$ cat src/rtl/uart_tx_if.sv
// Handshake bundle between a byte producer and the UART transmitter.
interface uart_tx_if;
  logic       tx_start;
  logic [7:0] din;
  logic       tx;
  logic       tx_busy;
  logic       tx_done_tick;

  modport master (
    output tx_start, din,
    input  tx, tx_busy, tx_done_tick
  );

  modport slave (
    input  tx_start, din,
    output tx, tx_busy, tx_done_tick
  );
endinterface

$ cat src/rtl/uart_tx.sv
// UART transmitter driven by a 16x oversampling baud tick.
// Even parity bit is emitted only when UART_TX_PARITY_EN is defined.
module uart_tx #(
  parameter int unsigned DBIT    = 8,
  parameter int unsigned SB_TICK = 16
) (
  input  logic     clk,
  input  logic     reset,
  input  logic     s_tick,
  uart_tx_if.slave bus
);

  typedef enum logic [2:0] {
    StIdle,
    StStart,
    StData,
`ifdef UART_TX_PARITY_EN
    StParity,
`endif
    StStop
  } state_e;

  localparam logic [4:0] BitLast  = 5'd15;
  localparam logic [4:0] StopLast = 5'(SB_TICK - 1);
  localparam logic [2:0] DataLast = 3'(DBIT - 1);

  state_e     state_q, state_d;
  logic [4:0] s_q, s_d;
  logic [2:0] n_q, n_d;
  logic [7:0] b_q, b_d;
  logic       tx_q, tx_d;
  logic       done_tick;
`ifdef UART_TX_PARITY_EN
  logic       p_q, p_d;
`endif

  always_comb begin
    state_d   = state_q;
    s_d       = s_q;
    n_d       = n_q;
    b_d       = b_q;
    done_tick = 1'b0;
`ifdef UART_TX_PARITY_EN
    p_d       = p_q;
`endif
    unique case (state_q)
      StIdle: begin
        if (bus.tx_start) begin
          b_d     = bus.din;
          s_d     = 5'd0;
`ifdef UART_TX_PARITY_EN
          p_d     = 1'b0;
`endif
          state_d = StStart;
        end
      end
      StStart: begin
        if (s_tick) begin
          if (s_q == BitLast) begin
            s_d     = 5'd0;
            n_d     = 3'd0;
            state_d = StData;
          end else begin
            s_d = s_q + 5'd1;
          end
        end
      end
      StData: begin
        if (s_tick) begin
          if (s_q == BitLast) begin
            s_d = 5'd0;
            b_d = b_q >> 1;
`ifdef UART_TX_PARITY_EN
            p_d = p_q ^ b_q[0];
`endif
            if (n_q == DataLast) begin
`ifdef UART_TX_PARITY_EN
              state_d = StParity;
`else
              state_d = StStop;
`endif
            end else begin
              n_d = n_q + 3'd1;
            end
          end else begin
            s_d = s_q + 5'd1;
          end
        end
      end
`ifdef UART_TX_PARITY_EN
      StParity: begin
        if (s_tick) begin
          if (s_q == BitLast) begin
            s_d     = 5'd0;
            state_d = StStop;
          end else begin
            s_d = s_q + 5'd1;
          end
        end
      end
`endif
      StStop: begin
        if (s_tick) begin
          if (s_q == StopLast) begin
            s_d       = 5'd0;
            done_tick = 1'b1;
            state_d   = StIdle;
          end else begin
            s_d = s_q + 5'd1;
          end
        end
      end
      default: state_d = StIdle;
    endcase

    // Line level follows the next state so tx changes right at the bit boundary.
    case (state_d)
      StStart:  tx_d = 1'b0;
      StData:   tx_d = b_d[0];
`ifdef UART_TX_PARITY_EN
      StParity: tx_d = p_d;
`endif
      default:  tx_d = 1'b1;
    endcase
  end

  always_ff @(posedge clk) begin
    if (reset) begin
      state_q <= StIdle;
      s_q     <= 5'd0;
      n_q     <= 3'd0;
      b_q     <= 8'd0;
      tx_q    <= 1'b1;
`ifdef UART_TX_PARITY_EN
      p_q     <= 1'b0;
`endif
    end else begin
      state_q <= state_d;
      s_q     <= s_d;
      n_q     <= n_d;
      b_q     <= b_d;
      tx_q    <= tx_d;
`ifdef UART_TX_PARITY_EN
      p_q     <= p_d;
`endif
    end
  end

  assign bus.tx           = tx_q;
  assign bus.tx_busy      = (state_q != StIdle);
  assign bus.tx_done_tick = done_tick;

endmodule

$ cat src/flat_wrapper.sv
// flat-port wrapper written by rule: the top's interface ports become plain ports
module uart_tx_flat 
#(
  parameter int unsigned DBIT    = 8,
  parameter int unsigned SB_TICK = 16
)
  (clk, reset, s_tick, bus_tx_start, bus_din, bus_tx, bus_tx_busy, bus_tx_done_tick);
  uart_tx_if bus_i ();
  input  logic clk;
  input  logic reset;
  input  logic s_tick;
  input wire logic [$bits(bus_i.tx_start)-1:0] bus_tx_start;
  input wire logic [$bits(bus_i.din)-1:0] bus_din;
  output wire logic [$bits(bus_i.tx)-1:0] bus_tx;
  output wire logic [$bits(bus_i.tx_busy)-1:0] bus_tx_busy;
  output wire logic [$bits(bus_i.tx_done_tick)-1:0] bus_tx_done_tick;
  assign bus_i.tx_start = bus_tx_start;
  assign bus_i.din = bus_din;
  assign bus_tx = bus_i.tx;
  assign bus_tx_busy = bus_i.tx_busy;
  assign bus_tx_done_tick = bus_i.tx_done_tick;
  uart_tx #(.DBIT(DBIT), .SB_TICK(SB_TICK)) u_core (.clk(clk), .reset(reset), .s_tick(s_tick), .bus(bus_i));
endmodule
$ cat config.mk
export PLATFORM = sky130hd
export DESIGN_NAME = uart_tx_flat
export DESIGN_NICKNAME = d
export VERILOG_FILES = /design/src/rtl/uart_tx_if.sv /design/src/rtl/uart_tx.sv /design/src/flat_wrapper.sv
export SDC_FILE = /design/constraint.sdc
export NUM_CORES = 1
export LEC_CHECK = 0
export ABC_AREA = 1
export ABC_CLOCK_PERIOD_IN_PS = 1380
export BUFFER_PORTS_ARGS = -buffer_cell sky130_fd_sc_hd__buf_2
export CAP_MARGIN = 10
export CORE_MARGIN = 8
export CORE_UTILIZATION = 49
export CTS_CLUSTER_DIAMETER = 30
export DETAILED_ROUTE_END_ITERATION = 7
export MAX_ROUTING_LAYER = met4
export PLACE_DENSITY_LB_ADDON = 0.05
export SETUP_SLACK_MARGIN = 0.4
export SYNTH_ARGS = -nofsm -noshare
export SYNTH_HDL_FRONTEND = slang
export SYNTH_SLANG_ARGS = --single-unit
$ cat constraint.sdc
create_clock -name clk -period 1.38 [get_ports clk]
set_clock_uncertainty 0.15 [all_clocks]
set_input_delay 0.207 -clock clk [delete_from_list [all_inputs] [get_ports clk]]
set_output_delay 0.207 -clock clk [all_outputs]
set_load 0.05 [all_outputs]
Word level (Yosys, flattened, before mapping)
Cells that the tools add are included.
Widths: inputs -> output; s select.
{"block": "word_totals", "ff_bits": 20, "elab_cells": 58, "input_bits": 12}
{"block": "classes", "n_eq_ne": 14, "n_mux": 27, "addsub": 2, "n_reduce_logical": 9}
{"op": "$mux 3", "n": 13}
{"op": "$mux 8", "n": 3}
{"op": "$pmux 8 s2", "n": 1}
{"op": "$mux 5", "n": 3}
{"op": "$pmux 3 s4", "n": 1}
{"op": "$pmux 5 s2", "n": 1}
{"op": "$eq 3x2->1 const B", "n": 3}
{"op": "$ne 2x2->1 const B", "n": 4}
{"op": "$eq 3x1->1 const B", "n": 2}
{"op": "$ne 2x1->1 const B", "n": 3}
{"op": "$pmux 3 s2", "n": 1}
{"op": "$reduce_and 6->1", "n": 1}
{"op": "$reduce_bool 2->1", "n": 3}
{"op": "$add 5x1->5 const B", "n": 1}
{"op": "$eq 5x4->1 const B", "n": 1}
{"op": "$reduce_and 4->1", "n": 1}
{"op": "$add 3x1->3 const B", "n": 1}
{"op": "$eq 3x3->1 const B", "n": 1}
{"op": "$logic_not 3->1", "n": 1}
{"op": "$mux 1", "n": 3}
{"op": "$reduce_and 3->1", "n": 1}
{"op": "$reduce_bool 3->1", "n": 1}
{"op": "$reduce_or 3->1", "n": 1}
{"op": "$pmux 1 s2", "n": 1}

Depth between registers and ports, before layout
{"block": "depth", "depth_word": 7, "ltp_mapped": 10, "ltp_nobuf": 10}

Least setup slack after synthesis
Ideal clock, no wire load.
{"block": "synth_timing", "kind": "reg-to-output", "start": "register u_core.s_q[0]", "end": "output port bus_tx_done_tick", "path_stages_with_launch": 6, "slack_ps": -883, "arrival_ps": 1906, "required_time_ps": 1023, "path_cell_list": "dfxtp_1 -> ha_1 -> nand3_1 -> inv_1 -> nand3_2 -> nor3_1"}
{"block": "synth_between", "elab_chain_cells": 4}
{"item": "start, declared", "line": "uart_tx.sv:28", "text": "logic [4:0] s_q, s_d;"}
{"item": "start signal, assigned", "line": "uart_tx.sv:130", "text": "s_q <= 5'd0;"}
{"item": "start signal, assigned", "line": "uart_tx.sv:139", "text": "s_q <= s_d;"}
{"item": "$eq 5x4->1", "line": "uart_tx.sv:104", "text": "if (s_q == StopLast) begin"}
{"item": "$mux 1", "line": "uart_tx.sv:104"}
{"item": "$mux 1", "line": "uart_tx.sv:103", "text": "if (s_tick) begin"}
{"item": "$mux 1", "line": "uart_tx.sv:46", "text": "unique case (state_q)"}
{"item": "end, declared", "line": "flat_wrapper.sv:16", "text": "output wire logic [$bits(bus_i.tx_done_tick)-1:0] bus_tx_done_tick;"}
No other way between the ends.

Worst setup path after layout
Same ends and word-level chain as after synthesis.

==> run_results.csv <==
group,metric,value,unit
critical_path,cp_top_family,"flip-flops",
yosys,synth-xor-area-share,0,%
drt,drc,0,
finish,drive_gt1_share,47.6,%
finish,fin_util,75.2,%
power,ir_drop,0.523,mV
yosys,synth-seq-area-share,37.8,%
sta,timing.final.crit_share,125,%
sta,finalSetupViolCount,21,
placement,dp_slack,-0.157,ns
yosys,synthSimpleGateAreaFrac,35.2,%
yosys,avgSynthCellArea,7.21,sq um
sta,hold_ws,-0.00153,ns
run_status,violations,"hold timing, setup timing",
floorplanning,io_pins,15,
finish,area_growth,51.0,%
drt,wl_per_cell,12.7,microns
min_path,holdPathStages,3,
run_status,status,"finished with violations",
sta,timing.fmax,581,MHz
critical_path,crit_fanout,2,
sta,slew_violations,0,
yosys,synth_top_family_by_area,"simple AND/OR/NAND/NOR gates",
yosys,synthAdderAreaFrac,3.54,%
clocking,h-tree-depth,1,
clocking,cts_buffers,3,
clocking,cts_tree,"yes",
critical_path,crit_buf_inv,2,
global_routing,grt_max_degree,15,
global_routing,grt_pass1_vias,1021,
yosys,synth_cell_types,27,
critical_path,rr_endpoint,"u_core.b_q[2]",
power,power.total,1.21,mW
yosys,synth.area.mux_share,0,%
sta,rsz0062_at_grt,"yes",
global_routing,antenna_found_initial,0,
finish,nets,203,
clocking,ctsLongestPathBuffers,2,
critical_path,cp_data_arrival_time,1.36,ns
clocking,ctsHoldBuffers,0,
floorplanning,die_w,62.5,microns
floorplanning,coreArea,0.00213,sq mm
yosys,netlist_area,0.00106,sq mm
critical_path,slowest_stage,"dfxtp_2",
critical_path,setup.worst_path.start_class,"flip-flop",
yosys,synth_seq_cells,20,
critical_path,cp-end-kind,"output port",
placement,dp_hpwl,1790,microns
placement,placed_cell_area,0.00137,sq mm
yosys,synth_compound_area_share,15.3,%
critical_path,r2r_setup_slack,-0.27,ns
critical_path,critical_path_required,1.02,ns
drt,ant_nets,0,
critical_path,r2r_cells,10,
yosys,ys_warn_count,0,
drt,viasPerCell,5.03,
finish,design_area,0.00160,sq mm
sta,min_period,1.72,ns
job,maxCapViolCount,0,
power,power_density,757,mW/mm^2
placement,dp_cells,201,
drt,vias,1082,
finish,diodes,0,
global_routing,grt_use_total,13.4,%
floorplanning,row_count,17,
global_routing,grt_pass1_wl,4300,microns
critical_path,path_cells,"ha_4 -> nand3_4 -> inv_2 -> nand3_4 -> nor3_4 -> buf_6",
placement,numPortBuffers,14,
clocking,clk_pin_slew,0.12,ns
critical_path,cpPeakStageDelay,0.37,ns
sta,setup_ws,-0.342,ns
placement,routabilityCongestion,0.784,
drt,routed_wl,2720,microns
finish,multi_input_area,727,sq um
min_path,min_from,"bus_din[7]",
drt,firstDrtPassIters,4,
critical_path,cp_common_cell,"nand3_4",
clocking,cts-root-buf,"clkbuf_4",
clocking,insertion_delay,0.31,ns
finish,fillers,161,
yosys,syn_nets,162,
min_path,hold_path_end,"u_core.b_q[7]",
power,p_leak,0.756,nW
critical_path,worstSetupPathType,"flip-flop to output port",
critical_path,r2r-start,"u_core.s_q[0]",
min_path,min_path_type,"input pin to flip-flop",
sta,finalHoldViolations,1,
sta,setup_tns,-3.50,ns
yosys,syn_inst,147,
drt,first_iter_violations,35,
finish,regArea,412,sq um
floorplanning,die_area,0.00391,sq mm
floorplanning,start_util,49.8,%
floorplanning,die_h,62.5,microns
clocking,cts.sinks,20,
finish,stdcell_count,215,
global_routing,overflow,0,
Yosys cell counts:
master	number	area share, %
dfxtp_1	20	38
nand2_4	1	1.1
o21ai_1	4	1.9
conb_1	1	0.35
a21oi_1	16	7.6
nand3_1	9	4.2
o22ai_4	1	1.9
nor2_4	2	2.1
nor2_2	1	0.59
nor2_8	1	1.9
clkinv_2	1	0.47
inv_2	4	1.4
clkbuf_1	1	0.35
a22oi_1	2	1.4
nand4_1	2	1.2
nand3_2	1	0.94
o21ai_0	2	0.94
inv_4	1	0.59
nand3_4	1	1.7
inv_1	14	5.0
o21ai_2	2	1.7
nand4_2	1	1.2
nand2_2	1	0.59
nor2_1	17	6.0
nand2_1	36	13
nor3_1	2	0.94
ha_1	3	3.5
cells by family (layout without fill, tap and decap cells):
kind of cell / count (synthesis) / after routing
compound gates: 27 / 27
fa+ha+maj: 3 / 3
simple gates: 75 / 75
buf+inv: 21 / 61
flops: 20 / 20
other cells: 1 / 1
per-layer routing:
metal	up-vias	track usage [%]	part of all wire (%)
li1	555	-	-
met1	503	16.0	44
met2	20	20.7	51
met3	4	3.41	3.3
met4	0	5.98	1.4
met5	-	-	0
power breakdown:
| group | switching [mW] | total, mW | internal [mW] |
|---|---|---|---|
| Combinational | 0.106 | 0.192 | 0.0862 |
| Sequential | 0.0108 | 0.604 | 0.594 |
| Clock | 0.195 | 0.416 | 0.221 |
| Total | 0.311 | 1.21 | 0.901 |
tightest hold or removal path, stage by stage:
cell	delay, ns
buf_2	0.10
nand2_1	0.06
a21oi_1	0.06
timing repair:
item	in CTS	in global routing
endpoints found under the setup margin	22	22
endpoints found under the hold margin	0	0
setup buffers	5	5
resized for setup	15	15
pin swaps	8	4
area by class of cell:
| class | instances | share of cell area [%] |
|---|---|---|
| Clock buffer | 4 | 2.97 |
| Tap cell | 28 | 2.19 |
| Timing Repair Buffer | 37 | 18.5 |
| Sequential cell | 20 | 25.7 |
| Inverter | 20 | 5.24 |
| Multi-Input combinational cell | 106 | 45.4 |
cell usage in the layout, fill, tap and decap left out, types with 3 or more instances in the layout:
cell type | netlist | final
inv_1 | 14 | 12
dfxtp_2 | 0 | 6
buf_4 | 0 | 16
nand2_2 | 1 | 5
nand2_1 | 36 | 31
nor2_4 | 2 | 3
ha_4 | 0 | 3
buf_6 | 0 | 8
clkbuf_4 | 0 | 3
nand3_2 | 1 | 3
buf_2 | 0 | 11
a21oi_2 | 0 | 4
nand3_1 | 9 | 5
nor2_1 | 17 | 15
inv_2 | 4 | 4
nand3_4 | 1 | 3
inv_4 | 1 | 3
o21ai_2 | 2 | 3
dfxtp_1 | 20 | 13
a21oi_1 | 16 | 12
registers in the layout (all words and copies together), names as in the netlist:
| register | cells |
|---|---|
| u_core.b_q | 8 |
| u_core.bus.tx | 1 |
| u_core.state_q | 3 |
| u_core.s_q | 5 |
| u_core.n_q | 3 |
how the worst max path moves through the flow:
stage / startpoint / endpoint / slack [ns] / cells past startpoint
after floorplan: u_core.s_q[1] / bus_tx_done_tick / -0.20 / 5
after global placement: u_core.s_q[1] / bus_tx_done_tick / -0.13 / 6
after detailed placement: u_core.s_q[1] / bus_tx_done_tick / -0.16 / 6
after CTS: u_core.s_q[0] / bus_tx_done_tick / -0.34 / 6
after global routing: u_core.s_q[0] / bus_tx_done_tick / -0.42 / 6
final: u_core.s_q[0] / bus_tx_done_tick / -0.34 / 6
Power figures use the tool's default switching activity.
